### src/rtl/rv32i_pkg.sv
// ============================================================================
// rv32i_pkg : shared RV32I constants, fetch FSM encoding and opcode values
// Revision  : 1.0
// ============================================================================
`default_nettype none

package rv32i_pkg;

  localparam logic [31:0] NOP_INSTR        = 32'h0000_0013;
  localparam logic [31:0] DEFAULT_RESET_PC = 32'h0000_0000;

  typedef enum logic [1:0] {
    ST_IDLE = 2'd0,
    ST_WAIT = 2'd1,
    ST_DROP = 2'd2
  } fetch_state_e;

  localparam logic [6:0] OPC_LUI      = 7'b0110111;
  localparam logic [6:0] OPC_AUIPC    = 7'b0010111;
  localparam logic [6:0] OPC_JAL      = 7'b1101111;
  localparam logic [6:0] OPC_JALR     = 7'b1100111;
  localparam logic [6:0] OPC_BRANCH   = 7'b1100011;
  localparam logic [6:0] OPC_LOAD     = 7'b0000011;
  localparam logic [6:0] OPC_STORE    = 7'b0100011;
  localparam logic [6:0] OPC_OP_IMM   = 7'b0010011;
  localparam logic [6:0] OPC_OP       = 7'b0110011;
  localparam logic [6:0] OPC_MISC_MEM = 7'b0001111;
  localparam logic [6:0] OPC_SYSTEM   = 7'b1110011;

  function automatic logic [31:0] align_word(input logic [31:0] addr);
    return {addr[31:2], 2'b00};
  endfunction

endpackage

`default_nettype wire

### src/rtl/fetch_stage_if.sv
// ============================================================================
// fetch_stage_if : instruction-memory, redirect and decoder-side signals
// Revision       : 1.0
// ============================================================================
`default_nettype none

interface fetch_stage_if;
  logic        imem_req;
  logic [31:0] imem_addr;
  logic        imem_rvalid;
  logic [31:0] imem_rdata;
  logic        redirect_valid;
  logic [31:0] redirect_pc;
  logic        id_ready;
  logic        if_valid;
  logic [31:0] instruccion;
  logic [31:0] pc_out;
  logic        fetch_misaligned;

  modport master (
    output imem_req, imem_addr, if_valid, instruccion, pc_out, fetch_misaligned,
    input  imem_rvalid, imem_rdata, redirect_valid, redirect_pc, id_ready
  );

  modport slave (
    input  imem_req, imem_addr, if_valid, instruccion, pc_out, fetch_misaligned,
    output imem_rvalid, imem_rdata, redirect_valid, redirect_pc, id_ready
  );
endinterface

`default_nettype wire

### src/rtl/fetch_stage_pc_gen.sv
// ============================================================================
// pc_gen   : program counter with redirect/increment/hold mux and misalignment flag
// Revision : 1.0
// ============================================================================
`default_nettype none

module pc_gen
  import rv32i_pkg::*;
#(
  parameter logic [31:0] RESET_PC = DEFAULT_RESET_PC
) (
  input  wire         clk,
  input  wire         rst_n,
  input  wire         redirect_valid,
  input  wire  [31:0] redirect_pc,
  input  wire         advance,
  output logic [31:0] pc,
  output logic        misaligned
);

  logic [31:0] pc_d, pc_q;
  logic        mis_d, mis_q;

  // Redirect wins over advance; the flag is registered so it pulses the cycle after.
  always_comb begin
    pc_d  = pc_q;
    mis_d = 1'b0;
    if (redirect_valid) begin
      pc_d  = align_word(redirect_pc);
      mis_d = |redirect_pc[1:0];
    end else if (advance) begin
      pc_d = pc_q + 32'd4;
    end
  end

  always_ff @(posedge clk) begin
    if (!rst_n) begin
      pc_q  <= RESET_PC;
      mis_q <= 1'b0;
    end else begin
      pc_q  <= pc_d;
      mis_q <= mis_d;
    end
  end

  assign pc         = pc_q;
  assign misaligned = mis_q;

endmodule

`default_nettype wire

### src/rtl/fetch_stage.sv
// ============================================================================
// fetch_stage : RV32I fetch FSM with single-entry IF/ID buffer
// Revision    : 1.0
// ============================================================================
`default_nettype none

module fetch_stage
  import rv32i_pkg::*;
#(
  parameter logic [31:0] RESET_PC = DEFAULT_RESET_PC
) (
  input  wire           clk,
  input  wire           rst_n,
  fetch_stage_if.master bus
);

  fetch_state_e state_d, state_q;
  logic         valid_d, valid_q;
  logic [31:0]  instr_d, instr_q;
  logic [31:0]  pc_out_d, pc_out_q;
  logic         req;
  logic         advance;
  logic         transfer;
  logic [31:0]  pc;
  logic         misaligned;

  assign transfer = valid_q && bus.id_ready;

  pc_gen #(
    .RESET_PC (RESET_PC)
  ) u_pc_gen (
    .clk            (clk),
    .rst_n          (rst_n),
    .redirect_valid (bus.redirect_valid),
    .redirect_pc    (bus.redirect_pc),
    .advance        (advance),
    .pc             (pc),
    .misaligned     (misaligned)
  );

  always_comb begin
    state_d  = state_q;
    req      = 1'b0;
    advance  = 1'b0;
    valid_d  = valid_q && !transfer;
    instr_d  = instr_q;
    pc_out_d = pc_out_q;
    case (state_q)
      ST_IDLE: begin
        if (!bus.redirect_valid && (!valid_q || bus.id_ready)) begin
          req     = 1'b1;
          state_d = ST_WAIT;
        end
      end
      ST_WAIT: begin
        if (bus.redirect_valid) begin
          state_d = bus.imem_rvalid ? ST_IDLE : ST_DROP;
        end else if (bus.imem_rvalid) begin
          valid_d  = 1'b1;
          instr_d  = bus.imem_rdata;
          pc_out_d = pc;
          advance  = 1'b1;
          state_d  = ST_IDLE;
        end
      end
      ST_DROP: begin
        if (bus.imem_rvalid) begin
          state_d = ST_IDLE;
        end
      end
      default: state_d = ST_IDLE;
    endcase
    // A redirect squashes any same-cycle transfer and empties the buffer.
    if (bus.redirect_valid) begin
      valid_d = 1'b0;
    end
  end

  always_ff @(posedge clk) begin
    if (!rst_n) begin
      state_q  <= ST_IDLE;
      valid_q  <= 1'b0;
      instr_q  <= NOP_INSTR;
      pc_out_q <= RESET_PC;
    end else begin
      state_q  <= state_d;
      valid_q  <= valid_d;
      instr_q  <= instr_d;
      pc_out_q <= pc_out_d;
    end
  end

  // Request is combinational from IDLE, so it is held off while reset is asserted.
  assign bus.imem_req         = req && rst_n;
  assign bus.imem_addr        = pc;
  assign bus.if_valid         = valid_q;
  assign bus.instruccion      = instr_q;
  assign bus.pc_out           = pc_out_q;
  assign bus.fetch_misaligned = misaligned;

endmodule

`default_nettype wire

### src/flat_wrapper.sv
// flat-port wrapper written by rule: the top's interface ports become plain ports
module fetch_stage_flat import rv32i_pkg::*;
#(
  parameter logic [31:0] RESET_PC = DEFAULT_RESET_PC
)
  (clk, rst_n, bus_imem_req, bus_imem_addr, bus_if_valid, bus_instruccion, bus_pc_out, bus_fetch_misaligned, bus_imem_rvalid, bus_imem_rdata, bus_redirect_valid, bus_redirect_pc, bus_id_ready);
  fetch_stage_if bus_i ();
  input  wire clk;
  input  wire rst_n;
  output wire logic [$bits(bus_i.imem_req)-1:0] bus_imem_req;
  output wire logic [$bits(bus_i.imem_addr)-1:0] bus_imem_addr;
  output wire logic [$bits(bus_i.if_valid)-1:0] bus_if_valid;
  output wire logic [$bits(bus_i.instruccion)-1:0] bus_instruccion;
  output wire logic [$bits(bus_i.pc_out)-1:0] bus_pc_out;
  output wire logic [$bits(bus_i.fetch_misaligned)-1:0] bus_fetch_misaligned;
  input wire logic [$bits(bus_i.imem_rvalid)-1:0] bus_imem_rvalid;
  input wire logic [$bits(bus_i.imem_rdata)-1:0] bus_imem_rdata;
  input wire logic [$bits(bus_i.redirect_valid)-1:0] bus_redirect_valid;
  input wire logic [$bits(bus_i.redirect_pc)-1:0] bus_redirect_pc;
  input wire logic [$bits(bus_i.id_ready)-1:0] bus_id_ready;
  assign bus_imem_req = bus_i.imem_req;
  assign bus_imem_addr = bus_i.imem_addr;
  assign bus_if_valid = bus_i.if_valid;
  assign bus_instruccion = bus_i.instruccion;
  assign bus_pc_out = bus_i.pc_out;
  assign bus_fetch_misaligned = bus_i.fetch_misaligned;
  assign bus_i.imem_rvalid = bus_imem_rvalid;
  assign bus_i.imem_rdata = bus_imem_rdata;
  assign bus_i.redirect_valid = bus_redirect_valid;
  assign bus_i.redirect_pc = bus_redirect_pc;
  assign bus_i.id_ready = bus_id_ready;
  fetch_stage #(.RESET_PC(RESET_PC)) u_core (.clk(clk), .rst_n(rst_n), .bus(bus_i));
endmodule
### config.mk
export PLATFORM = sky130hd
export DESIGN_NAME = fetch_stage_flat
export DESIGN_NICKNAME = d
export VERILOG_FILES = /design/src/rtl/rv32i_pkg.sv /design/src/rtl/fetch_stage_if.sv /design/src/rtl/fetch_stage_pc_gen.sv /design/src/rtl/fetch_stage.sv /design/src/flat_wrapper.sv
export SDC_FILE = /design/constraint.sdc
export NUM_CORES = 1
export LEC_CHECK = 0
export CAP_MARGIN = 5
export CORE_MARGIN = 2
export CORE_UTILIZATION = 30
export DETAILED_ROUTE_END_ITERATION = 8
export PLACE_DENSITY_LB_ADDON = 0.15
export SLEW_MARGIN = 20
export SYNTH_ARGS = -nofsm -noshare
export SYNTH_HDL_FRONTEND = slang
export SYNTH_HIERARCHICAL = 1
export SYNTH_SLANG_ARGS = --single-unit
### constraint.sdc
create_clock -name clk -period 4.87 [get_ports clk]
set_input_delay 0.974 -clock clk [delete_from_list [all_inputs] [get_ports clk]]
set_output_delay 0.974 -clock clk [all_outputs]
set_load 0.01 [all_outputs]
==> impl_metrics.py <==
metrics = {
    "power": {
        "swShare_pct": 23.80,
        "p_leak_nw": 2.260,
        "p_sw_mw": 0.4347,
        "ir_drop_uv": 153.5,
        "p_per_area_mw_per_mm2": 278.9,
        "power_frac_comb_pct": 12.0,
        "internal-power_mw": 1.392,
        "clkPwrFrac_pct": 40.6,
        "seq_power_share_pct": 47.4,
    },
    "timing": {
        "relSlewSlack_pct": 42.72,
        "slew_violations": 0,
        "finalSetupTns_ns": 0,
        "fmax_mhz": 281.4,
        "min_period_ns": 3.553,
        "rsz0062_at_grt": "no",
        "fin_crit_sh_pct": 72.96,
        "setup_viol": 0,
        "tightestPinTransition_ns": 0.8592,
        "skew_ns": 0.007942,
        "finalHoldViolations": 0,
    },
    "synth": {
        "synthArstFlopShare_pct": 0,
        "synthFlopType": "dfxtp_1",
        "synth_edf_count": 0,
        "synthTopCellsByArea": "dfxtp_1, mux2i_1, nand2_1",
        "synth_top_area_share_pct": 42.95,
        "ys_warn_count": 6,
        "ys_seq_elements": 98,
        "synth_seq_area_share_pct": 42.95,
        "yosysMostFrequentCell": "nand2_1",
        "yosys.cell_types.count": 41,
        "yosysTopAreaCell": "dfxtp_1",
        "synthTopCellsByCount": "nand2_1, dfxtp_1, mux2i_1",
        "syn_area_per_cell_um2": 8.701,
        "syn_area_mm2": 0.004568,
        "syn_inst": 525,
    },
    "critical_path": {
        "cp_num_buf_inv": 2,
        "path_class": "in -> out",
        "crit_top_cell": "clkdlybuf4s50_1",
        "cp_cell_sequence": "clkdlybuf4s50_1 > or3b_1 > nor3_1 > clkdlybuf4s50_1",
        "arrival_ns": 2.58,
        "critPathTopFamily": "buffers and inverters",
        "crit_fanout": 2,
        "worstSetupPathDepth": 4,
        "critPathMaxStageDelay_ns": 0.57,
        "reg2reg_depth": 5,
        "reg2reg_setup_slack_ns": 2.46,
        "crit_required_ns": 3.90,
        "critPathSlowestCell": "clkdlybuf4s50_1",
        "critPathLaunchType": "input pin",
        "end_kind": "output pin",
    },
    "die": {
        "die-area_mm2": 0.01623,
        "die_width_um": 127.4,
        "io_pins": 168,
        "die_y_um": 127.4,
        "coreArea_mm2": 0.01503,
        "initial_core_util_pct": 30.39,
        "rows": 45,
    },
    "global_routing": {
        "grt.total_usage_pct": 15.73,
        "grt_pass1_vias": 4025,
        "grt_pass1_wl_um": 20570,
        "overflow": 0,
        "antenna_found_initial": 0,
        "grt_max_degree": 93,
    },
    "clocking": {
        "cts.htree.levels": 3,
        "cts-root-buf": "clkbuf_16",
        "cts.clk_slew.worst_paths_ns": 0.06,
        "cts_tree": "built",
        "postCtsSetupRepairBufs": 0,
        "cts_hold_buf": 0,
        "cts.sinks": 98,
        "clk_latency_ns": 0.35,
        "clock_tree.buffer_depth": 2,
        "cts_resized": 0,
        "cts_buffers": 9,
    },
    "layout": {
        "syn2layout_area_growth_pct": 43.36,
        "nFillCells": 1498,
        "layout-drive-gt1-share_pct": 3.412,
        "seq_area_mm2": 0.001962,
        "n_antenna_cell": 0,
        "instances_no_fill": 862,
        "multi_input_area_mm2": 0.002337,
        "final_nets": 740,
    },
    "place": {
        "hpwl_um": 8735,
        "numPlacedInstances": 847,
        "io_buffers": 165,
        "gp_congestion": 0.8079,
    },
    "routing": {
        "avgViaCountPerCell": 4.798,
        "firstDrtPassIters": 4,
        "routedWlPerCell_um": 14.78,
        "first_iter_violations": 231,
        "vias": 4136,
        "wl_um": 12740,
        "drc_errors": 0,
        "ant_nets": 0,
    },
    "run": {
        "drv_cap": 0,
    },
    "min_path": {
        "hold_path_class": "reg -> reg",
        "whs_path_depth": 2,
    },
    "status": {
        "status": "finished, final reports clean",
    },
}
## worst register-to-register path, stage by stage (launching register included)
cell,delay [ns]
dfxtp_1,0.56
ha_1,0.31
nand4_1,0.19
or4_1,0.58
or4_1,0.54
a31oi_1,0.16
## registers in the layout, indices dropped and copies added, names as in the netlist
| register | flops |
|---|---|
| u_core/state_q | 2 |
| u_core/bus.if_valid | 1 |
| u_core/u_pc_gen/pc | 30 |
| u_core/u_pc_gen/misaligned | 1 |
| u_core/bus.pc_out | 32 |
| u_core/bus.instruccion | 32 |
## area by class of cell
| class | count | share of cell area [%] |
|---|---|---|
| clock buffers | 13 | 4.127 |
| clock inverters | 2 | 0.5350 |
| inverters | 4 | 0.2293 |
| multi-input cells | 386 | 35.69 |
| flip-flops and latches | 98 | 29.96 |
| well taps | 188 | 3.592 |
| repair buffers | 171 | 25.87 |
## per-layer routing
metal  routed length (µm)  GRT usage (%)  share of wire, %
met5                    0              0                 0
met4                  225          6.076               1.8
met3                  802          4.271               6.3
met2                 5880          24.76                46
met1                 5836          20.57                46
## power by group through the flow
stage          clock [mW]  combinational [mW]  sequential, mW
6_report            0.741               0.220           0.866
5_1_grt             0.797               0.241           0.871
4_1_cts             0.768               0.222           0.866
3_5_place_dp            0               0.221           0.884
3_3_place_gp            0               0.219           0.884
2_1_floorplan           0              0.0913           0.884
## metrics by stage
step | util [%] | total power [mW] | hold slack (ns) | worst slack, ns | instance area (µm²)
2_1_floorplan | - | 0.9757 | 0.4662 | 1.920 | 4572
3_3_place_gp | 41.53 | 1.103 | 0.4408 | 1.249 | 6243
3_5_place_dp | 41.53 | 1.105 | 0.4471 | 1.205 | 6243
4_1_cts | 43.56 | 1.857 | 0.4590 | 1.313 | 6549
5_1_grt | 43.56 | 1.910 | 0.4695 | 1.289 | 6549
6_report | 43.56 | 1.827 | 0.4559 | 1.317 | 6549
## cell usage in the layout, fill, tap and decap left out, types with 7 or more instances in the layout
master and count:
o21ai_0 31, nand2_1 148, or4_1 12, a21oi_1 9
a31oi_1 9, nor2b_1 8, xnor2_1 7, buf_4 7
clkdlybuf4s50_1 164, o211a_1 7, or3_1 7, dfxtp_1 98
nand2b_1 9, nand4_1 10, mux2i_1 66, nand3_1 18
clkbuf_16 9
## cell families (layout without fill, tap and decap cells)
kind of cell	Yosys count	count (layout)	synth area share (%)
xor+xnor	13	13	2.492
fa+ha+maj	1	1	0.2739
compound gates	66	66	8.820
buf+inv	42	190	5.971
simple gates	238	238	24.95
other cells	1	2	0.08209
flops	98	98	42.95
mux	66	66	14.46
## path summary, 6_finish.rpt
kind / from / to
min: u_core/bus.pc_out[10]$_SDFFE_PN0P_ / u_core/bus.pc_out[10]$_SDFFE_PN0P_
max: bus_redirect_valid / bus_imem_req
min reg2reg: u_core/bus.pc_out[10]$_SDFFE_PN0P_ / u_core/bus.pc_out[10]$_SDFFE_PN0P_
max reg2reg: u_core/u_pc_gen/pc[2]$_SDFFE_PN0P_ / u_core/u_pc_gen/pc[24]$_SDFFE_PN0P_
(Power assumes the default switching activity.)
